## config.mk

```make
export PLATFORM = sky130hd
export DESIGN_NAME = pwm_capture
export DESIGN_NICKNAME = d
export VERILOG_FILES = /design/src/rtl/pwm_cap_pkg.sv /design/src/rtl/pwm_cap_sync.sv /design/src/rtl/pwm_capture.sv
export SDC_FILE = /design/constraint.sdc
export NUM_CORES = 1
export LEC_CHECK = 0
export ABC_CLOCK_PERIOD_IN_PS = 3600
export BUFFER_PORTS_ARGS = -buffer_cell sky130_fd_sc_hd__buf_2
export CAP_MARGIN = 10
export CELL_PAD_IN_SITES_DETAIL_PLACEMENT = 1
export CELL_PAD_IN_SITES_GLOBAL_PLACEMENT = 1
export CORE_MARGIN = 10
export CORE_UTILIZATION = 50
export DETAILED_ROUTE_END_ITERATION = 10
export GPL_TIMING_DRIVEN = 1
export PLACE_DENSITY = 0.84
export SETUP_SLACK_MARGIN = 0.2
export SLEW_MARGIN = 25
export SYNTH_ARGS = -nofsm -noshare
export SYNTH_HDL_FRONTEND = slang
export SYNTH_SLANG_ARGS = --single-unit
```

## constraint.sdc

```tcl
create_clock -name clk -period 3.6 [get_ports clk]
set_input_delay 0 -clock clk [delete_from_list [all_inputs] [get_ports clk]]
set_output_delay 0 -clock clk [all_outputs]
set_load 0.05 [all_outputs]
```

## src/rtl/pwm_cap_pkg.sv

```systemverilog
// Shared types and default sizing for the PWM capture block.
// Optional input glitch filter is enabled by defining PWM_CAPTURE_FILT_EN.
package pwm_cap_pkg;

    typedef enum logic [1:0] {
        IDLE = 2'd0,
        HIGH = 2'd1,
        LOW  = 2'd2
    } pwm_cap_state_t;

    localparam int PWM_CNT_W    = 11;
    localparam int PWM_TO_CYC   = 4095;
    localparam int PWM_FILT_LEN = 3;

endpackage

```

## src/rtl/pwm_cap_sync.sv

```systemverilog
// Input conditioning for pwm_capture: 2-FF synchroniser, optional level filter
// (macro PWM_CAPTURE_FILT_EN) and rise/fall detection on the conditioned level.
module pwm_cap_sync
    import pwm_cap_pkg::*;
`ifdef PWM_CAPTURE_FILT_EN
#(
    parameter int FILT_LEN = PWM_FILT_LEN
)
`endif
(
    input  logic clk,
    input  logic rst_n,
    input  logic pwm_in,
    output logic lvl,
    output logic rise,
    output logic fall
);

    logic sync_q1;
    logic sync_q2;
    logic prev_q;

    always_ff @(posedge clk or negedge rst_n) begin
        if (!rst_n) begin
            sync_q1 <= 1'b0;
            sync_q2 <= 1'b0;
        end else begin
            sync_q1 <= pwm_in;
            sync_q2 <= sync_q1;
        end
    end

`ifdef PWM_CAPTURE_FILT_EN
    localparam int FW = $clog2(FILT_LEN + 1);

    logic [FW-1:0] filt_cnt;
    logic          filt_lvl;

    // The accepted level flips on the FILT_LEN-th consecutive differing sample;
    // any sample that agrees with the current level restarts the count.
    always_ff @(posedge clk or negedge rst_n) begin
        if (!rst_n) begin
            filt_cnt <= '0;
            filt_lvl <= 1'b0;
        end else if (sync_q2 == filt_lvl) begin
            filt_cnt <= '0;
        end else if (filt_cnt == FW'(FILT_LEN - 1)) begin
            filt_cnt <= '0;
            filt_lvl <= sync_q2;
        end else begin
            filt_cnt <= filt_cnt + 1'b1;
        end
    end

    assign lvl = filt_lvl;
`else
    assign lvl = sync_q2;
`endif

    always_ff @(posedge clk or negedge rst_n) begin
        if (!rst_n) begin
            prev_q <= 1'b0;
        end else begin
            prev_q <= lvl;
        end
    end

    assign rise = lvl & ~prev_q;
    assign fall = ~lvl & prev_q;

endmodule

```

## src/rtl/pwm_capture.sv

```systemverilog
// PWM high-time / period measurement with stuck-line timeout.
// Optional input glitch filter is enabled by defining PWM_CAPTURE_FILT_EN.
module pwm_capture
    import pwm_cap_pkg::*;
#(
    parameter int CNT_W  = PWM_CNT_W,
    parameter int TO_CYC = PWM_TO_CYC
`ifdef PWM_CAPTURE_FILT_EN
    ,
    parameter int FILT_LEN = PWM_FILT_LEN
`endif
) (
    input  logic             clk,
    input  logic             rst_n,
    input  logic             pwm_in,
    output logic [CNT_W:0]   high_cnt,
    output logic [CNT_W:0]   period_cnt,
    output logic             vld,
    output logic             stuck,
    output logic             stuck_lvl
);

    localparam int W = CNT_W + 1;
    localparam logic [W-1:0] TO_VAL = W'(TO_CYC);
    localparam logic [W-1:0] ONE    = W'(1);

    logic lvl;
    logic rise;
    logic fall;

    pwm_cap_state_t state_q;
    pwm_cap_state_t state_d;

    logic [W-1:0] hcnt_q, hcnt_d;
    logic [W-1:0] pcnt_q, pcnt_d;
    logic [W-1:0] tmr_q, tmr_d;
    logic [W-1:0] high_cnt_d, period_cnt_d;
    logic         vld_d, stuck_d, stuck_lvl_d;
    logic         timeout;

`ifdef PWM_CAPTURE_FILT_EN
    pwm_cap_sync #(.FILT_LEN(FILT_LEN)) u_sync (
`else
    pwm_cap_sync u_sync (
`endif
        .clk    (clk),
        .rst_n  (rst_n),
        .pwm_in (pwm_in),
        .lvl    (lvl),
        .rise   (rise),
        .fall   (fall)
    );

    function automatic logic [W-1:0] sat_inc(input logic [W-1:0] v);
        return (v == '1) ? v : v + ONE;
    endfunction

    // An edge in the same cycle as tmr reaching TO_CYC means the line is alive,
    // so the edge always takes priority over the timeout.
    assign timeout = (tmr_q == TO_VAL) && !rise && !fall;

    // vld is a one-cycle strobe with no backpressure: high_cnt/period_cnt change
    // only in the cycle vld is high and hold their value until the next strobe.
    always_comb begin
        state_d      = state_q;
        hcnt_d       = hcnt_q;
        pcnt_d       = pcnt_q;
        high_cnt_d   = high_cnt;
        period_cnt_d = period_cnt;
        vld_d        = 1'b0;
        stuck_d      = stuck;
        stuck_lvl_d  = stuck_lvl;

        if (rise || fall) begin
            tmr_d = '0;
        end else if (tmr_q != TO_VAL) begin
            tmr_d = tmr_q + ONE;
        end else begin
            tmr_d = tmr_q;
        end

        case (state_q)
            IDLE: begin
                if (rise) begin
                    state_d = HIGH;
                    hcnt_d  = ONE;
                    pcnt_d  = ONE;
                    stuck_d = 1'b0;
                end
            end
            HIGH: begin
                pcnt_d = sat_inc(pcnt_q);
                if (fall) begin
                    state_d = LOW;
                end else begin
                    hcnt_d = sat_inc(hcnt_q);
                end
            end
            LOW: begin
                if (rise) begin
                    high_cnt_d   = hcnt_q;
                    period_cnt_d = pcnt_q;
                    vld_d        = 1'b1;
                    hcnt_d       = ONE;
                    pcnt_d       = ONE;
                    state_d      = HIGH;
                end else begin
                    pcnt_d = sat_inc(pcnt_q);
                end
            end
            default: begin
                state_d = IDLE;
            end
        endcase

        if (timeout) begin
            state_d     = IDLE;
            stuck_d     = 1'b1;
            stuck_lvl_d = lvl;
        end
    end

    always_ff @(posedge clk or negedge rst_n) begin
        if (!rst_n) begin
            state_q    <= IDLE;
            hcnt_q     <= '0;
            pcnt_q     <= '0;
            tmr_q      <= '0;
            high_cnt   <= '0;
            period_cnt <= '0;
            vld        <= 1'b0;
            stuck      <= 1'b0;
            stuck_lvl  <= 1'b0;
        end else begin
            state_q    <= state_d;
            hcnt_q     <= hcnt_d;
            pcnt_q     <= pcnt_d;
            tmr_q      <= tmr_d;
            high_cnt   <= high_cnt_d;
            period_cnt <= period_cnt_d;
            vld        <= vld_d;
            stuck      <= stuck_d;
            stuck_lvl  <= stuck_lvl_d;
        end
    end

endmodule
```

==> out/results.md, run 1 <==
| Item | This run | Unit |
| --- | --- | --- |
| Power per Cell Area | 587.0 | nW/µm² |
| DRC violation total after the first TritonRoute iteration | 79 | - |
| Proportion of register bits with asynchronous set or reset after synthesis | 100.0 | % |
| Number of enable flip-flop cells after synthesis | 0 | - |
| Met2 Usage GRT | 26.50 | % |
| Number of max-capacitance violations reported | 0 | - |
| Proportion of total power due to net switching | 37.50 | % |
| Highest cell delay on the worst timing path | 0.62 | ns |
| Static Leak | 0.001788 | µW |
| Total power of the final layout | 2236 | µW |
| Total gr overflow | 0 | - |
| Placement row count | 30 | - |
| Total via count after detailed routing | 2,667 | - |
| Post-CTS sizing | 0 | - |
| Root buf cell | clkbuf_8 | - |
| Average wire per cell in the routed design | 18.25 | µm |
| Warnings, synthesis | 0 | - |
| Post-Synthesis Cell Area | 3408 | µm² |
| Final Cycle Share | 68.15 | % |
| Met1 Use GR | 20.56 | % |
| Setup skew after layout | 0.01037 | ns |
| Area of the die | 10,520 | µm² |
| Most common cell after layout, fill and taps aside | dfrtp_1 | - |
| Setup Viol. Count Final | 0 | - |
| Sequential cell fraction of total power | 40.8 | % |
| Clock tree from TritonCTS | built | - |
| Cell area after layout | 3809 | µm² |
| Via count of the first global-routing pass | 2,827 | - |
| CTS clk-pin slew, worst paths | 0.08 | ns |
| CTS sink cnt | 68 | - |
| Post-detailed-placement cell area | 3587 | µm² |
| H-tree depth reported by CTS | 3 | - |
| Worst EP required | 3.86 | ns |
| Fraction of power consumed by combinational cells | 30.5 | % |
| Placer Congestion | 0.8083 | - |
| Worst VDD drop | 0.5359 | mV |
| Top Ports | 30 | - |
| Share of the yosys chip area belonging to registers | 49.93 | % |
| Crit end category | flop | - |
| Die height | 102.6 | µm |
| Post-route non-filler standard cell count | 437 | - |
| Minimum period implied by the final worst setup slack | 2.453 | ns |
| Max_slew headroom | 43.60 | % |
| Global router's overall resource usage | 16.41 | % |
| Startpoint types | flop | - |
| Clock Power Share | 28.7 | % |
| Hpwl dp | 5.436 | mm |
| Layer carrying the most global-route usage | met2 | - |
| Final #Nets | 364 | - |
| Internal power | 1397 | µW |
| Syn Nets | 336 | - |
| Mean instance size in the synthesized netlist | 10.52 | µm² |
| Setup TNS | 0 | ns |
| Placeable core region | 6719 | µm² |
| Ordered cell list for the critical path | inv_1 -> ha_1 -> nor2_1 -> a221o_1 -> or3_1 -> o31ai_1 | - |
| Relative area change from synthesis to final layout | 11.75 | % |
| RSZ-0062 raised after global routing | no | - |
| Antenna violations before repair | 0 | - |
| Arrival time of the worst setup path | 2.71 | ns |
| Chip width | 102.6 | µm |
| Tightest Pin Transition | 0.8461 | ns |
| Total inserted antenna cells | 0 | - |
| Commonest cells after routing, fill and taps aside | dfrtp_1 (68), buf_2 (29), mux2_2 (23) | - |
| Initial core utilization | 50.73 | % |
| Main flop type after synthesis | dfrtp_1 | - |
| Synth cell types | 52 | - |
| First-pass GRT wire length | 13.77 | mm |
| Number of fill cells | 740 | - |
| Port-buffer cells | 29 | - |
| Final worst hold slack | 0.2869 | ns |
| Switching power | 838.4 | µW |
| Post-synthesis instance total | 324 | - |
| Maximum achievable frequency | 407.6 | MHz |
| Number of buffers created by CTS | 9 | - |
| Number of nets with antenna violations after detailed routing | 0 | - |
| Worst hold path class | in -> async | - |
| Flops & latches, synth | 68 | - |
| Global routing usage on met3 | 4.088 | % |
| Crit-path slowest cell | or3_1 | - |
| Final hold violations | 0 | - |
| Detailed Route WL | 7.977 | mm |
| Largest net degree at the start of global routing | 39 | - |
| Clock latency on the worst-skew pair | 0.35 | ns |
| Fraction of layout instances using a drive strength above 1 | 21.01 | % |
| Run status | finished, final reports clean | - |
| Post-detailed-route DRC marker count | 0 | - |
| Max Buffers Root-to-Sink | 2 | - |
| Number of placed instances with taps included | 419 | - |
| CP Class | reg -> reg | - |
| Drt via density | 6.103 | - |
| Max Fanout on Critical Path | 16 | - |
| Number of max-slew violations in the final report | 0 | - |
| 1st-pass router iterations | 4 | - |
[worst paths after layout]
kind | slack (ns) | from | to | cells after the start
setup reg to reg | 1.15 | u_sync.prev_q | hcnt_q[5] | 6
min in group clk | 0.30 | pwm_in | u_sync.sync_q1 | 2
hold / removal | 0.29 | rst_n | hcnt_q[3] | 2
max in group asynchronous | 2.40 | rst_n | high_cnt[6] | 3
hold reg to reg | 0.37 | u_sync.sync_q1 | u_sync.lvl | 0
setup / recovery | 1.15 | u_sync.prev_q | hcnt_q[5] | 6
[per-layer routing]
layer  vias to the layer above  wire (µm)
met4                         0        118
met3                        12        361
met2                        46       3873
met5                         -          0
li1                       1269          -
met1                      1340       3623
[final cells by class]
| type | count | area [µm²] | share of cell area, % |
|---|---|---|---|
| Clock buffer | 10 | 137.6 | 3.614 |
| Clock inverter | 6 | 63.81 | 1.675 |
| Inverter | 13 | 48.80 | 1.281 |
| Multi-Input combinational cell | 226 | 1569 | 41.20 |
| Sequential cell | 68 | 1702 | 44.68 |
| Tap cell | 80 | 100.1 | 2.628 |
| Timing Repair Buffer | 34 | 187.7 | 4.928 |
[power groups by stage]
stage / sequential, µW / combinational [µW] / clock, µW
2_1_floorplan: 1000 / 427 / 0
3_3_place_gp: 922 / 641 / 0
3_5_place_dp: 926 / 667 / 0
4_1_cts: 912 / 688 / 656
5_1_grt: 926 / 754 / 688
6_report: 912 / 682 / 641
[Yosys cell counts, types with 9 or more instances]
library cell  number  area, µm²
o21ai_0           16      80.08
dfrtp_1           68       1702
nand4_1            9      56.30
nand2_1           18      67.56
nor2_1            20      75.07
mux2_2            23      259.0
a31oi_1            9      56.30
inv_1             13      48.80
clkbuf_1           9      33.78
o31ai_1           18      135.1
a21oi_1           14      70.07
ha_1               9      112.6
nand3_1           14      70.07
[worst max-delay path, delay by kind of cell (launching register included)]
| family | cells | cell delay, ns |
|---|---|---|
| fa+ha+maj | 1 | 0.40 |
| flops | 1 | 0.39 |
| simple gates | 2 | 0.72 |
| compound gates | 2 | 0.78 |
| buf+inv | 1 | 0.06 |
[registers in the layout (all words and copies together) (netlist names)]
| signal | count |
|---|---|
| period_cnt | 12 |
| high_cnt | 12 |
| u_sync.sync_q1 | 1 |
| stuck_lvl | 1 |
| u_sync.lvl | 1 |
| pcnt_q | 12 |
| tmr_q | 12 |
| stuck | 1 |
| state_q | 2 |
| u_sync.prev_q | 1 |
| vld | 1 |
| hcnt_q | 12 |
[cell families after synthesis]
| group | count (synthesis) | share of synthesized area (%) |
|---|---|---|
| DFF | 68 | 49.93 |
| adders and majority gates | 9 | 3.304 |
| muxes | 27 | 8.774 |
| xor gates and xnor gates | 3 | 0.7711 |
| buffers and inverters | 30 | 4.111 |
| AOI/OAI and AO/OA | 84 | 16.96 |
| and+or+nand+nor | 103 | 16.15 |
[stage by stage]
stage | setup WS [ns] | utilization [%]
finish | 1.147 | 56.69
global placement | 1.337 | 53.35
detailed placement | 1.174 | 53.39
floorplan | 1.636 | -
global route | 0.9500 | 56.69
CTS | 1.146 | 56.69
[timing repair]
item                                    in CTS  in global routing
hold buffers                                 2                  0
setup buffers                                0                  0
endpoints found under the setup margin       0                  0
endpoints found under the hold margin       38                  0
(Power assumes the default switching activity.)
==> inputs of run 2 (changes only) <==
Settings changed: ABC_AREA set to 1, ABC_CLOCK_PERIOD_IN_PS 3600 to 2400, CORE_UTILIZATION 50 to 44, PLACE_DENSITY 0.84 to 0.79.
Clock period 3.6 ns to 2.4 ns, I/O delays scaled along.
==> run 2 against run 1 <==
Effect of this change:
- via count increased by 12%
- worst hold slack got worse by 0.014 ns
- cell area grew 3.2%
- clock skew fell by 0.0013 ns
- area after synthesis grew 1.1%
- clock-buffer cell count shrank 1
- non-clock buffer count down 1
- register-to-register slack lost 0.58 ns
- critical path type unchanged
==> out/results.md, run 2 <==
| Item | This run | Unit | Delta |
| --- | --- | --- | --- |
| Run status | finished, final reports clean | - |  |
| Share of the yosys chip area belonging to registers | 49.36 | % | -0.56 points |
| Average wire per cell in the routed design | 14.68 | µm | -20% |
| Launch point of the worst path | state_q[0] | - |  |
| Minimum period implied by the final worst setup slack | 1.833 | ns | -0.6201 ns |
| Port-buffer cells | 29 | - | unchanged |
| Syn Nets | 450 | - | +34% |
| 1st-pass router iterations | 4 | - | unchanged |
| Flops & latches, synth | 68 | - | unchanged |
| Post-detailed-route DRC marker count | 0 | - | unchanged |
| Root buf cell | clkbuf_8 | - |  |
| Antenna violations before repair | 0 | - | unchanged |
| Commonest cells after routing, fill and taps aside | nand2_1 (147), dfrtp_1 (68), inv_1 (43) | - |  |
| Detailed Route WL | 8.544 | mm | +7.1% |
| R2r endpoint | state_q[0] | - |  |
| CP Class | reg -> reg | - |  |
| Crit end category | flop | - |  |
| Startpoint types | flop | - |  |
| Max Fanout on Critical Path | 7 | - | -9 |
| Static Leak | 0.001955 | µW | +9.4% |
| Post-detailed-placement cell area | 3712 | µm² | +3.5% |
| Placement row count | 32 | - | +6.7% |
| Maximum achievable frequency | 545.5 | MHz | +34% |
| Library cell with the highest instance count after synthesis | nand2_1 | - |  |
| Total via count after detailed routing | 2,983 | - | +12% |
| Final #Nets | 487 | - | +34% |
| CTS sink cnt | 68 | - | unchanged |
| Number of max-capacitance violations reported | 0 | - | unchanged |
| Area of the die | 11,770 | µm² | +12% |
| Hpwl dp | 6.292 | mm | +16% |
| Mean instance size in the synthesized netlist | 7.870 | µm² | -25% |
| Proportion of register bits with asynchronous set or reset after synthesis | 100.0 | % | unchanged |
| Number of nets with antenna violations after detailed routing | 0 | - | unchanged |
| Main flop type after synthesis | dfrtp_1 | - |  |
| Number of fill cells | 977 | - | +32% |
| Number of max-slew violations in the final report | 0 | - | unchanged |
| H-tree depth reported by CTS | 3 | - | unchanged |
| Number of buffers created by CTS | 9 | - | unchanged |
| Warnings, synthesis | 0 | - | unchanged |
| Most common cell after layout, fill and taps aside | nand2_1 | - |  |
| Setup Slack @ Placement | 0.6003 | ns | -0.5739 ns |
| RSZ-0062 raised after global routing | no | - |  |
| Relative area change from synthesis to final layout | 14.05 | % |  |
| Final hold violations | 0 | - | unchanged |
| Tightest Pin Transition | 0.8257 | ns | -0.02033 ns |
| Chip width | 108.5 | µm | +5.8% |
| Via count of the first global-routing pass | 3,064 | - | +8.4% |
| Setup skew after layout | 0.009085 | ns | -0.001289 ns |
| Largest area contributor in the netlist | dfrtp_1 | - |  |
| Die height | 108.5 | µm | +5.8% |
| Clock tree from TritonCTS | built | - |  |
| Placer Congestion | 0.8638 | - | +6.9% |
| Setup TNS | 0 | ns | unchanged |
| Setup Viol. Count Final | 0 | - | unchanged |
| Fraction of synthesized cell area taken by the top area cell type | 49.36 | % | -0.56 points |
| Register-to-register path setup slack | 0.57 | ns | -0.58 ns |
| Post-synthesis instance total | 438 | - | +35% |
| Worst VDD drop | 0.4789 | mV | -11% |
| Path depth of the worst reg2reg path | 6 | - | unchanged |
| Power per Cell Area | 887.5 | nW/µm² | +51% |
| Top Ports | 30 | - | unchanged |
| Arrival time of the worst setup path | 2.07 | ns | -0.64 ns |
| DRC violation total after the first TritonRoute iteration | 156 | - | +97% |
| Placeable core region | 7687 | µm² | +14% |
| Fraction of layout instances using a drive strength above 1 | 13.75 | % | -7.3 points |
| Global router's overall resource usage | 15.52 | % | -0.89 points |
| Leading cell types by count after synthesis | nand2_1 (147), dfrtp_1 (68), inv_1 (43) | - |  |
| Cell area after layout | 3931 | µm² | +3.2% |
| Worst hold path class | in -> async | - |  |
| Reg2Reg Launch Point | state_q[0] | - |  |
| Final worst slack | 0.5668 | ns | -0.5799 ns |
| Max Buffers Root-to-Sink | 2 | - | unchanged |
| First-pass GRT wire length | 14.64 | mm | +6.4% |
| Worst EP required | 2.64 | ns | -1.22 ns |
| Total gr overflow | 0 | - | unchanged |
| CTS clk-pin slew, worst paths | 0.08 | ns | about the same |
| Leading cell types by total area after synthesis | dfrtp_1 (49%), nand2_1 (16%), o21ai_0 (5.7%) | - |  |
| Final Cycle Share | 76.38 | % | +8.2 points |
| Synth cell types | 27 | - | -48% |
| Largest net degree at the start of global routing | 45 | - | +15% |
| Max_slew headroom | 44.95 | % | +1.4 points |
| Clock latency on the worst-skew pair | 0.36 | ns | about the same |
| Number of setup buffers added after CTS | 0 | - | unchanged |
| Initial core utilization | 44.84 | % | -5.9 points |
| Drt via density | 5.125 | - | -16% |
| Post-Synthesis Cell Area | 3447 | µm² | +1.1% |
| Total inserted antenna cells | 0 | - | unchanged |
| Number of enable flip-flop cells after synthesis | 0 | - | unchanged |
## run 2: cell count changes after synthesis, moves of 7 or more
cell,delta
inv_1,+30
nor2_1,+13
nand3_1,+20
o31ai_1,-18
nand2_1,+129
a21oi_1,-7
mux2_2,-23
nand2b_1,-7
o21ai_0,+23
## run 2: cell type report
type | instances | area, µm² | area share (%)
repair buffers | 33 | 192.7 | 4.901
multi-input cells | 317 | 1535 | 39.05
well taps | 102 | 127.6 | 3.246
flip-flops and latches | 68 | 1702 | 43.28
clock inverters | 7 | 75.07 | 1.910
clock buffers | 9 | 123.9 | 3.151
inverters | 46 | 175.2 | 4.456
## run 2: logic make-up after synthesis
logic type               Yosys count  share of synthesized area (%)
flip-flops                        68                          49.36
adder cells (fa/ha/maj)            9                          3.267
AND/OR/NAND/NOR                  243                          30.56
buffers and inverters             53                          6.098
XOR/XNOR                           6                          1.524
AO/OA/AOI/OAI                     59                          9.183
## run 2: worst max path at each step
stage	to	slack, ns	depth (start not counted)
6_report	state_q[0]	0.57	6
5_1_grt	hcnt_q[5]	0.39	7
4_1_cts	hcnt_q[6]	0.56	7
3_5_place_dp	hcnt_q[6]	0.60	7
3_3_place_gp	state_q[0]	0.69	6
2_1_floorplan	pcnt_q[2]	0.92	7
## run 2: worst max-delay path, cell delays in order, from the launching register on
cell     delay [ns]
dfrtp_1        0.43
inv_1          0.10
ha_1           0.26
nor2_1         0.40
o22ai_1        0.21
o21ai_0        0.25
a21oi_1        0.06
## run 2: per-layer routing
| layer | vias up | routed length, µm | track usage [%] |
|---|---|---|---|
| met5 | - | 0 | 0 |
| met4 | 0 | 161 | 6.968 |
| met3 | 12 | 447 | 3.807 |
| li1 | 1475 | - | - |
| met2 | 51 | 3904 | 23.62 |
| met1 | 1445 | 4031 | 20.46 |
## run 2: report_power, final
part	total [µW]	switching [µW]	internal (µW)
combinational	1130	821	311
sequential	1400	128	1270
clock	959	477	482
total	3490	1430	2060
## run 2: what timing repair did
action                    4_1_cts  5_1_grt
hold endpoints to repair       35        0
hold buffers                    2        0
resized for setup               0        0
## run 2: stage by stage
step                      hold slack, ns  util, %  power, µW  std cells
after floorplan                  -0.2956        -       2255        438
after CTS                         0.2671    51.14       3531        582
after global placement            0.1125    48.29       2499        564
final                             0.2733    51.14       3489        582
after global routing              0.2786    51.14       3723        582
after detailed placement          0.1095    48.29       2551        564
